$ cat src/rtl/multiplier_seq.sv
// Serial shift-add Q1.(BITSIZE-1) multiplier, CHANNELS products per lrclk frame.
// Define MULTIPLIER_ROUND_EN for round-half-up instead of truncation.
module multiplier_seq #(
    parameter int BITSIZE  = 16,
    parameter int CHANNELS = 2
) (
    input  logic                         bclk,
    input  logic                         reset,
    input  logic                         lrclk,
    input  logic [CHANNELS*BITSIZE-1:0]  in1,
    input  logic [CHANNELS*BITSIZE-1:0]  in2,
    output logic [CHANNELS*BITSIZE-1:0]  out,
    output logic                         out_valid,
    output logic                         busy,
    output logic                         overrun
);

    localparam int W    = BITSIZE;
    localparam int PW   = 2 * W;
    localparam int CNTW = $clog2(W);
    localparam int CHW  = (CHANNELS > 1) ? $clog2(CHANNELS) : 1;

    localparam logic signed [PW-1:0] RMAX = {{(W+1){1'b0}}, {(W-1){1'b1}}};
    localparam logic signed [PW-1:0] RMIN = {{(W+1){1'b1}}, {(W-1){1'b0}}};

    generate
        if (!(BITSIZE == 16 || BITSIZE == 24)) begin : g_bad_width
            $error("multiplier_seq: BITSIZE must be 16 or 24");
        end
        if (CHANNELS * (BITSIZE + 2) + 1 >= 64) begin : g_bad_budget
            $error("multiplier_seq: frame does not fit in 64 bclk cycles");
        end
    endgenerate

    typedef enum logic [2:0] {IDLE, LOAD, MUL, STORE, DONE} state_t;

    state_t state, state_n;

    logic                        lrclk_q;
    logic                        frame_edge;
    logic [CHANNELS*W-1:0]       op1, op2, res;
    logic [CHW-1:0]              ch;
    logic [CNTW-1:0]             cnt;
    logic                        sign;
    logic [PW-1:0]               ma, acc;
    logic [W-1:0]                mb;
    logic [W-1:0]                a_cur, b_cur;
    logic [PW-1:0]               prod;
    logic signed [PW-1:0]        rsh;
    logic [W-1:0]                sat;

    function automatic logic [W-1:0] mag(input logic [W-1:0] v);
        return v[W-1] ? (~v + 1'b1) : v;
    endfunction

    assign frame_edge = lrclk & ~lrclk_q;
    assign a_cur = op1[int'(ch)*W +: W];
    assign b_cur = op2[int'(ch)*W +: W];

    always_ff @(posedge bclk) begin
        if (reset) state <= IDLE;
        else       state <= state_n;
    end

    always_comb begin
        state_n = state;
        unique case (state)
            IDLE:  if (frame_edge) state_n = LOAD;
            LOAD:  state_n = MUL;
            MUL:   if (cnt == CNTW'(W-1)) state_n = STORE;
            STORE: state_n = (ch == CHW'(CHANNELS-1)) ? DONE : LOAD;
            DONE:  state_n = IDLE;
            default: state_n = IDLE;
        endcase
    end

    // Sign-magnitude product back to two's complement, then Q-format rescale.
    always_comb begin
        prod = sign ? (~acc + 1'b1) : acc;
`ifdef MULTIPLIER_ROUND_EN
        prod = prod + (PW'(1) << (W-2));
`endif
        rsh = $signed(prod) >>> (W-1);
        if (rsh > RMAX)      sat = RMAX[W-1:0];
        else if (rsh < RMIN) sat = RMIN[W-1:0];
        else                 sat = rsh[W-1:0];
    end

    always_ff @(posedge bclk) begin
        if (reset) begin
            lrclk_q   <= 1'b0;
            out       <= '0;
            out_valid <= 1'b0;
            busy      <= 1'b0;
            overrun   <= 1'b0;
            ch        <= '0;
            cnt       <= '0;
        end else begin
            lrclk_q   <= lrclk;
            out_valid <= 1'b0;
            if (frame_edge && state != IDLE) overrun <= 1'b1;
            unique case (state)
                IDLE: begin
                    if (frame_edge) begin
                        op1  <= in1;
                        op2  <= in2;
                        ch   <= '0;
                        busy <= 1'b1;
                    end
                end
                LOAD: begin
                    sign <= a_cur[W-1] ^ b_cur[W-1];
                    ma   <= {{W{1'b0}}, mag(a_cur)};
                    mb   <= mag(b_cur);
                    acc  <= '0;
                    cnt  <= '0;
                end
                // Shifting ma/mb is equivalent to adding mag_a << cnt for bit cnt.
                MUL: begin
                    if (mb[0]) acc <= acc + ma;
                    ma  <= ma << 1;
                    mb  <= mb >> 1;
                    cnt <= cnt + 1'b1;
                end
                STORE: begin
                    res[int'(ch)*W +: W] <= sat;
                    ch <= ch + 1'b1;
                end
                DONE: begin
                    out       <= res;
                    out_valid <= 1'b1;
                    busy      <= 1'b0;
                end
                default: ;
            endcase
        end
    end

endmodule

$ cat config.mk
export PLATFORM = sky130hd
export DESIGN_NAME = multiplier_seq
export DESIGN_NICKNAME = d
export VERILOG_FILES = /design/src/rtl/multiplier_seq.sv
export SDC_FILE = /design/constraint.sdc
export NUM_CORES = 1
export LEC_CHECK = 0
export ABC_AREA = 1
export BUFFER_PORTS_ARGS = -buffer_cell sky130_fd_sc_hd__clkbuf_2
export CAP_MARGIN = 25
export CORE_MARGIN = 2
export CORE_UTILIZATION = 50
export DETAILED_ROUTE_END_ITERATION = 8
export PLACE_DENSITY = 0.69
export SYNTH_ARGS = -nofsm -noshare
export SYNTH_HDL_FRONTEND = slang
export SYNTH_SLANG_ARGS = --single-unit
$ cat constraint.sdc
create_clock -name bclk -period 10.8 [get_ports bclk]
set_input_delay 1.08 -clock bclk [delete_from_list [all_inputs] [get_ports bclk]]
set_output_delay 1.08 -clock bclk [all_outputs]
set_load 0.01 [all_outputs]
# Word level (Yosys, flattened, before mapping)
# Index checks and enable logic that the tools add are counted.
[word_totals] regBits=221 input_bits=67 out_inout_bits=35
[classes] n_addsub=7 n_lt_le_gt_ge=2 eq_ne=8 shift=4 muxes=20 bitwise_logic=7 reduce_logical=14
[ops] op="case mux 32 bit (2 select lines)" count=2
[ops] op="2-to-1 mux 16 bit" count=4
[ops] op="2-to-1 mux 32 bit" count=2
[ops] op="indexed part select 32 x 6 -> 16 bit" count=2
[ops] op="negator 5 -> 33 bit" count=1
[ops] op="variable shift 16 x 33 -> 32 bit, first input constant" count=1
[ops] op="indexed part select 16 x 33 -> 32 bit" count=1
[ops] op="adder 16 x 1 -> 16 bit, second input constant" count=2
[ops] op="adder 32 x 1 -> 32 bit, second input constant" count=1
[ops] op="adder 32 bit" count=1
[ops] op="bitwise mux 32 bit" count=1
[ops] op="NOT 16 bit" count=2
[ops] op="NOT 32 bit" count=1
[ops] op="case mux 16 bit (2 select lines)" count=1
[ops] op="> comparator 17 x 16 -> 1 bit, second input constant" count=1
[ops] op="less-than comparator 17 x 16 -> 1 bit, second input constant" count=1
[ops] op="case mux 3 bit (4 select lines)" count=1
[ops] op="AND reduction 2 bit" count=6
[ops] op="2-to-1 mux 3 bit" count=3
[ops] op="case mux 4 bit (2 select lines)" count=1
[ops] op="equality test 3 x 2 -> 1 bit, second input constant" count=2
[ops] op="!= test 2 bit, second input constant" count=3
[ops] op="AND reduction 3 bit" count=2
[ops] op="nonzero test 2 bit" count=3
[ops] op="13 further kinds" count=17

# Logic depth before layout (Yosys ltp)
# Gate-level depths: netlist (run 1).
[depth] depth_word=8 ltp_mapped=17

# Worst setup path after synthesis (run 1)
# OpenSTA, ideal clock, no wires.
[synth_timing] kind="input to register" startpoint="input port reset" endpoint="register op1[0], enable pin" setup_time_ns=0.486 arrival_ns=4.156 t_required_ns=10.314 setup_slack_ns=6.157 stages=3 path_buffers=2 path_cell_list="clkbuf_1 clkbuf_1 nor2_1"
[synth_between] elab_chain_cells=2
[synth_rtl] element="from (decl)" line_no="8" source="input logic reset,"
[synth_rtl] element="NOT 1 bit (no source line)"
[synth_rtl] element="AND reduction 3 bit (no source line)"
[synth_rtl] element="to (signal assigned)" line_no="105" source="op1 <= in1;"
[synth_rtl] element="to (decl)" line_no="41" source="logic [CHANNELS*W-1:0] op1, op2, res;"
# Every way passes these cells.
# A chain may end at the register's enable or synchronous reset.

# Final worst setup path (run 1)
[layout_timing] startpoint="register ch" endpoint="register mb[12] (data pin)"
[layout_between] elab_chain_cells=5
[layout_rtl] element="from (decl)" line_no="42" source="logic [CHW-1:0] ch;"
[layout_rtl] element="from (signal assigned)" line_no="127" source="ch <= ch + 1'b1;"
[layout_rtl] element="indexed part select 32 x 6 -> 16 bit (*)" line_no="58" source="assign b_cur = op2[int'(ch)*W +: W];"
[layout_rtl] element="NOT 16 bit" line_no="53" source="return v[W-1] ? (~v + 1'b1) : v;"
[layout_rtl] element="adder 16 x 1 -> 16 bit" line_no="53"
[layout_rtl] element="2-to-1 mux 16 bit (*)" line_no="53"
[layout_rtl] element="case mux 16 bit (2 select lines) (*)" line_no="102" source="unique case (state)"
[layout_rtl] element="to (signal assigned)" line_no="114" source="mb <= mag(b_cur);"
[layout_rtl] element="to (signal assigned)" line_no="122" source="mb <= mb >> 1;"
[layout_rtl] element="to (decl)" line_no="46" source="logic [W-1:0] mb;"
# Mark *: on every way between the ends. The rest lies on a longest branch, timed or not.

==> key figures, run 1 <==
Clocking
  • Clk Latency, worst-skew pair: 510 ps
  • CTS buffer count: 23
  • Clock sink count: 221
  • Cts repair resizes: 0
  • Hold buffers post-CTS: 0
  • Clock H-tree levels: 1
  • CTS root buf: clkbuf_16
  • CTS tree: built
  • Post-CTS setup buffers: 0
  • Clock Tree Buf Depth: 3
  • Clock Pin Slew Worst Setup and Hold Paths: 60 ps

Placement
  • Dpl cells: 1639
  • IO buf count: 101
  • Dpl hpwl: 17700 um
  • RePlAce Congestion: 0.910

Timing
  • Hold Vio Cnt, Final: 0
  • Post-layout minimum cycle time: 2870 ps
  • Total Neg Setup Slack: 0 ps
  • Fin crit share: 26.6%
  • Final setup violating endpoints: 0
  • Clock Skews: 7.67 ps
  • RSZ-0062 raised after global routing: no
  • Max Freq: 348 MHz
  • Slew headroom: 40.0%
  • Slew Viols, Final: 0
  • Slew @ Worst Pin: 900 ps

GRT
  • First-pass GRT wire length: 39600 um
  • Pin count of the biggest net entering global routing: 90
  • GRT Util Overall: 20.2%
  • Total congestion overflow: 0
  • Number of global-route vias before repair: 8204
  • Antenna violations before repair: 0

Setup path
  • CP endpoint kind: flop
  • CP Max Fanout: 33
  • Startpoint Class: flop
  • CP required: 11030 ps
  • CP Class: flop to flop
  • Critical Path AT: 3100 ps

Routing
  • Total wire length: 23800 um
  • Drt wl/cell: 14.2 um
  • Initial drt markers: 608
  • Via count: 8766
  • Vias per cell: 5.22
  • Final ANT Viol Nets: 0
  • DRC viols: 0
  • First-pass DRT Iterations: 7

Synth
  • Seq/Total Area, Yosys: 54.3%
  • Leading area contributor after synthesis: edfxtp_1
  • Most common cell in the netlist: nand2_1
  • Yosys top cell area share: 46.6%
  • Avg Cell Area, Syn: 8.89 um2
  • Syn Std Cell Area: 11400 um2
  • Synth area leaders: edfxtp_1, nand2_1, dfxtp_1
  • FFs w/ async S/R, synth: 0%
  • Synth Net Count: 1386
  • Synth Register Bits: 221
  • Number of flops mapped to enable cells by yosys: 177
  • Ys flop type: edfxtp_1
  • Top cells by count, synth: nand2_1, nor2_1, edfxtp_1
  • Gate Count Post-Synth: 1284
  • Yosys warnings: 0
  • Library cells used by synthesis: 50

Job
  • Max Cap Violations: 0

Layout
  • Core Util, Final: 57.5%
  • Diode count: 0
  • Area growth syn-to-layout: 13.3%
  • Nets: 1481
  • Number of fill cells: 2003
  • Layout cell share with drive strength beyond 1: 13.5%
  • Post-route insts no fill: 1679

Die
  • Die area: 24000 um2
  • Die height: 155 um
  • Chip width: 155 um
  • Num rows: 55
  • Num ports: 102
  • Initial Util: 50.7%
  • Core area: 22500 um2

Outcome
  • Status: finished clean

Power
  • Maximum vdd drop: 142 uV
  • Leakage: 0.00528 uW
  • Power Dens Cells: 195 nW/um2

Hold path
  • HP Class: flop to flop
==> layer usage <==
| layer | global-route usage [%] | share of wire [%] | vias up |
|---|---|---|---|
| met5 | 0 | 0 | - |
| met4 | 6.04 | 2.8 | 0 |
| met3 | 2.95 | 5.5 | 46 |
| met2 | 34.1 | 47 | 249 |
| met1 | 27.3 | 45 | 3959 |
| li1 | - | - | 4512 |
==> flip-flops by register name, summed over array words and instances (netlist names) <==
name / flops
sign: 1
cnt: 4
lrclk_q: 1
state: 3
ch: 1
op1: 32
res: 32
acc: 32
out: 32
overrun: 1
op2: 32
ma: 32
mb: 16
out_valid: 1
busy: 1
==> placed cells by master, fill, tap and decap left out, types with 25 or more instances in the layout <==
cell and n:
nor2_1 203, nand2_1 276, inv_1 112, clkbuf_2 101, a21oi_1 99, edfxtp_1 177, o21ai_0 95, nand3_1 42
dfxtp_1 43, clkbuf_16 25, ha_1 34
==> path summary, 6_finish.rpt <==
path	from	end	slack, ps	cells past startpoint
hold reg to reg	busy	busy	470	2
setup reg to reg	ch	mb[12]	7930	12
hold / removal	busy	busy	470	2
setup / recovery	ch	mb[12]	7930	12
==> worst max-delay path, cell delays in order, from the launching register on <==
cell     delay [ps]
dfxtp_2         530
buf_4           450
mux2i_1         410
ha_1            220
nor3b_2         190
nand2_1         100
nor2_2          110
nand3_1          90
nor2_1          140
nand2_1          60
nand2_1          80
xnor2_1         110
o21ai_1          60
==> stage by stage <==
stage	total power, uW	setup WS (ps)	hold WS (ps)	cell area [um2]
global placement	1750	8030	455	12200
detailed placement	1760	7920	457	12200
global route	2670	7590	498	12900
finish	2520	7930	466	12900
CTS	2540	7910	469	12900
floorplan	1590	6160	437	11400
==> logic make-up (layout without fill, tap and decap cells) <==
logic type / Yosys count / after routing / synth area share (%)
and+or+nand+nor: 583 / 583 / 21.2
xor gates and xnor gates: 33 / 33 / 2.66
AOI/OAI and AO/OA: 245 / 245 / 11.5
buffers and inverters: 156 / 266 / 5.51
adders and majority gates: 35 / 35 / 3.90
DFF: 221 / 221 / 54.3
muxes: 11 / 11 / 0.998
==> report_power, final <==
part,switching [uW],internal [uW]
logic,431,202
clock network,316,459
registers,59.9,1050
total,807,1710
==> cell type report <==
| class | count | area, um2 | share of cell area, % |
|---|---|---|---|
| Clock inverter | 9 | 80.1 | 0.619 |
| Multi-Input combinational cell | 907 | 4620 | 35.7 |
| Tap cell | 285 | 357 | 2.76 |
| Sequential cell | 221 | 6200 | 47.9 |
| Clock buffer | 31 | 668 | 5.17 |
| Inverter | 116 | 435 | 3.37 |
| Timing Repair Buffer | 110 | 577 | 4.46 |
(Power assumes the default switching activity.)
==> run 2: changes to the inputs <==
clock period = 2.8 ns   (was 10.8 ns; I/O delays follow)
==> key figures, run 2 (same netlist as run 1, synthesis figures left out) <==
Die
  • Num ports: 102 (unchanged)
  • Num rows: 55 (unchanged)
  • Die area: 24000 um2 (unchanged)
  • Chip width: 155 um (unchanged)
  • Initial Util: 50.7% (unchanged)
  • Die height: 155 um (unchanged)
  • Core area: 22500 um2 (unchanged)

GRT
  • Number of global-route vias before repair: 9177 (+12%)
  • Antenna violations before repair: 0 (unchanged)
  • Total congestion overflow: 0 (unchanged)
  • Pin count of the biggest net entering global routing: 65 (-28%)
  • First-pass GRT wire length: 44200 um (+12%)
  • GRT Util Overall: 22.6% (+2.4 points)

Timing
  • Post-layout minimum cycle time: 2590 ps (-278 ps)
  • Slew headroom: 40.2% (+0.22 points)
  • Hold Vio Cnt, Final: 0 (unchanged)
  • Clock Skews: 16.7 ps (+9.02 ps)
  • Max Freq: 386 MHz (+11%)
  • Fin crit share: 92.6% (+66 points)
  • Slew Viols, Final: 0 (unchanged)
  • Final setup violating endpoints: 0 (unchanged)
  • Slew @ Worst Pin: 896 ps (-3.34 ps)

Routing
  • First-pass DRT Iterations: 5 (-2)
  • Final ANT Viol Nets: 0 (unchanged)
  • Initial drt markers: 674 (+11%)
  • DRC viols: 0 (unchanged)
  • Total wire length: 26900 um (+13%)
  • Vias per cell: 5.29 (+1.2%)
  • Via count: 9292 (+6.0%)
  • Drt wl/cell: 15.3 um (+8.0%)

Placement
  • Dpl hpwl: 18300 um (+3.3%)
  • RePlAce Congestion: 0.970 (+6.5%)
  • Placed Area: 12300 um2 (+0.83%)
  • IO buf count: 101 (unchanged)

Layout
  • Commonest non-fill, non-tap cell in the layout: nand2_1
  • Nets: 1557 (+5.1%)
  • Area growth syn-to-layout: 21.0%
  • Diode count: 0 (unchanged)
  • Final instance area: 13800 um2 (+6.8%)
  • Number of fill cells: 1882 (-6.0%)
  • Commonest non-fill, non-tap cells in the layout: nand2_1, nor2_1, edfxtp_1, inv_1, clkbuf_2
  • Layout cell share with drive strength beyond 1: 13.5% (+0.023 points)

Clocking
  • Clock Tree Buf Depth: 3 (unchanged)
  • Clock sink count: 221 (unchanged)
  • CTS tree: built
  • Post-CTS setup buffers: 0 (unchanged)
  • CTS buffer count: 25 (+8.7%)
  • Clock Pin Slew Worst Setup and Hold Paths: 60 ps (about the same)
  • Clk Latency, worst-skew pair: 530 ps (+20 ps)
  • Clock H-tree levels: 1 (unchanged)
  • CTS root buf: clkbuf_16

Setup path
  • CP Max Fanout: 4 (-88%)
  • Flop-to-flop setup slack: 210 ps (-7720 ps)
  • Critical Path AT: 2880 ps (-220 ps)
  • CP endpoint kind: flop
  • CP Class: flop to flop
  • Startpoint Class: flop
  • CP required: 3080 ps (-7950 ps)

Power
  • Power Dens Cells: 750 nW/um2 (+280%)
  • Design Power: 10400 uW (+310%)
  • Leakage: 0.00566 uW (+7.3%)
  • Maximum vdd drop: 560 uV (+300%)

Outcome
  • Status: finished clean

Job
  • Max Cap Violations: 0 (unchanged)

Hold path
  • HP Class: input port to flop
-- run 2: cell count changes in the layout (fill, tap and decap cells not counted), sizes merged --
| cell | change |
|---|---|
| dlygate4sd3 | +65 |
| clkinv | +2 |
| bufinv | +4 |
| buf | +9 |
| clkinvlp | -1 |
-- run 2: per-layer routing --
metal	GRT usage (%)	share of wire (%)
met3	3.45	4.8
met1	28.4	43
met5	0	0
met4	7.10	2.8
met2	40.3	50
-- run 2: worst max-delay path, cell delays in order (launching register included) --
cell	delay, ps
edfxtp_1	430
ha_1	230
inv_1	70
fa_1	220
o21ai_1	110
a21oi_1	330
o21ai_2	110
nand2_1	90
nand2_1	80
a21oi_1	290
inv_1	120
nand2_1	100
nand3_1	70
nand2_1	60
nor2_1	40
-- run 2: power by group --
part | total [uW] | leakage (uW) | switching [uW] | internal, uW
sequential | 4270 | 0.00199 | 217 | 4060
combinational | 2620 | 0.00324 | 1730 | 892
clock | 3460 | 0.000427 | 1310 | 2160
total | 10400 | 0.00566 | 3260 | 7110
-- run 2: timing repair --
| action | 4_1_cts | 5_1_grt |
|---|---|---|
| endpoints found under the hold margin | 65 | 0 |
| gates resized for setup | 0 | 1 |
| hold buffers | 65 | 0 |
| setup endpoints to repair | 0 | 2 |
-- run 2: worst paths after layout --
path | start | to | cells past startpoint
worst min register to register | busy | busy | 2
worst min-delay path | reset | out_valid | 2
worst max register to register | acc[0] | acc[26] | 14
worst max-delay path | acc[0] | acc[26] | 14
-- run 2: layout make-up --
type	count	area, um2	area share, %
Timing Repair Buffer	184	1330	9.62
Sequential cell	221	6200	44.9
Inverter	116	435	3.15
Multi-Input combinational cell	907	4620	33.5
Clock inverter	14	203	1.47
Tap cell	285	357	2.58
Clock buffer	31	669	4.85
-- run 2: metrics by stage --
| step | hold WS, ps | setup WS (ps) | TNS, ps | util, % | std cells |
|---|---|---|---|---|---|
| global route | 259 | -6.05 | -6.05 | 61.4 | 1758 |
| floorplan | 379 | 4.70 | 0 | - | 1284 |
| finish | 239 | 207 | 0 | 61.4 | 1758 |
| detailed placement | 459 | 245 | 0 | 54.6 | 1648 |
| global placement | 453 | 297 | 0 | 54.6 | 1648 |
| CTS | 223 | 222 | 0 | 61.4 | 1758 |
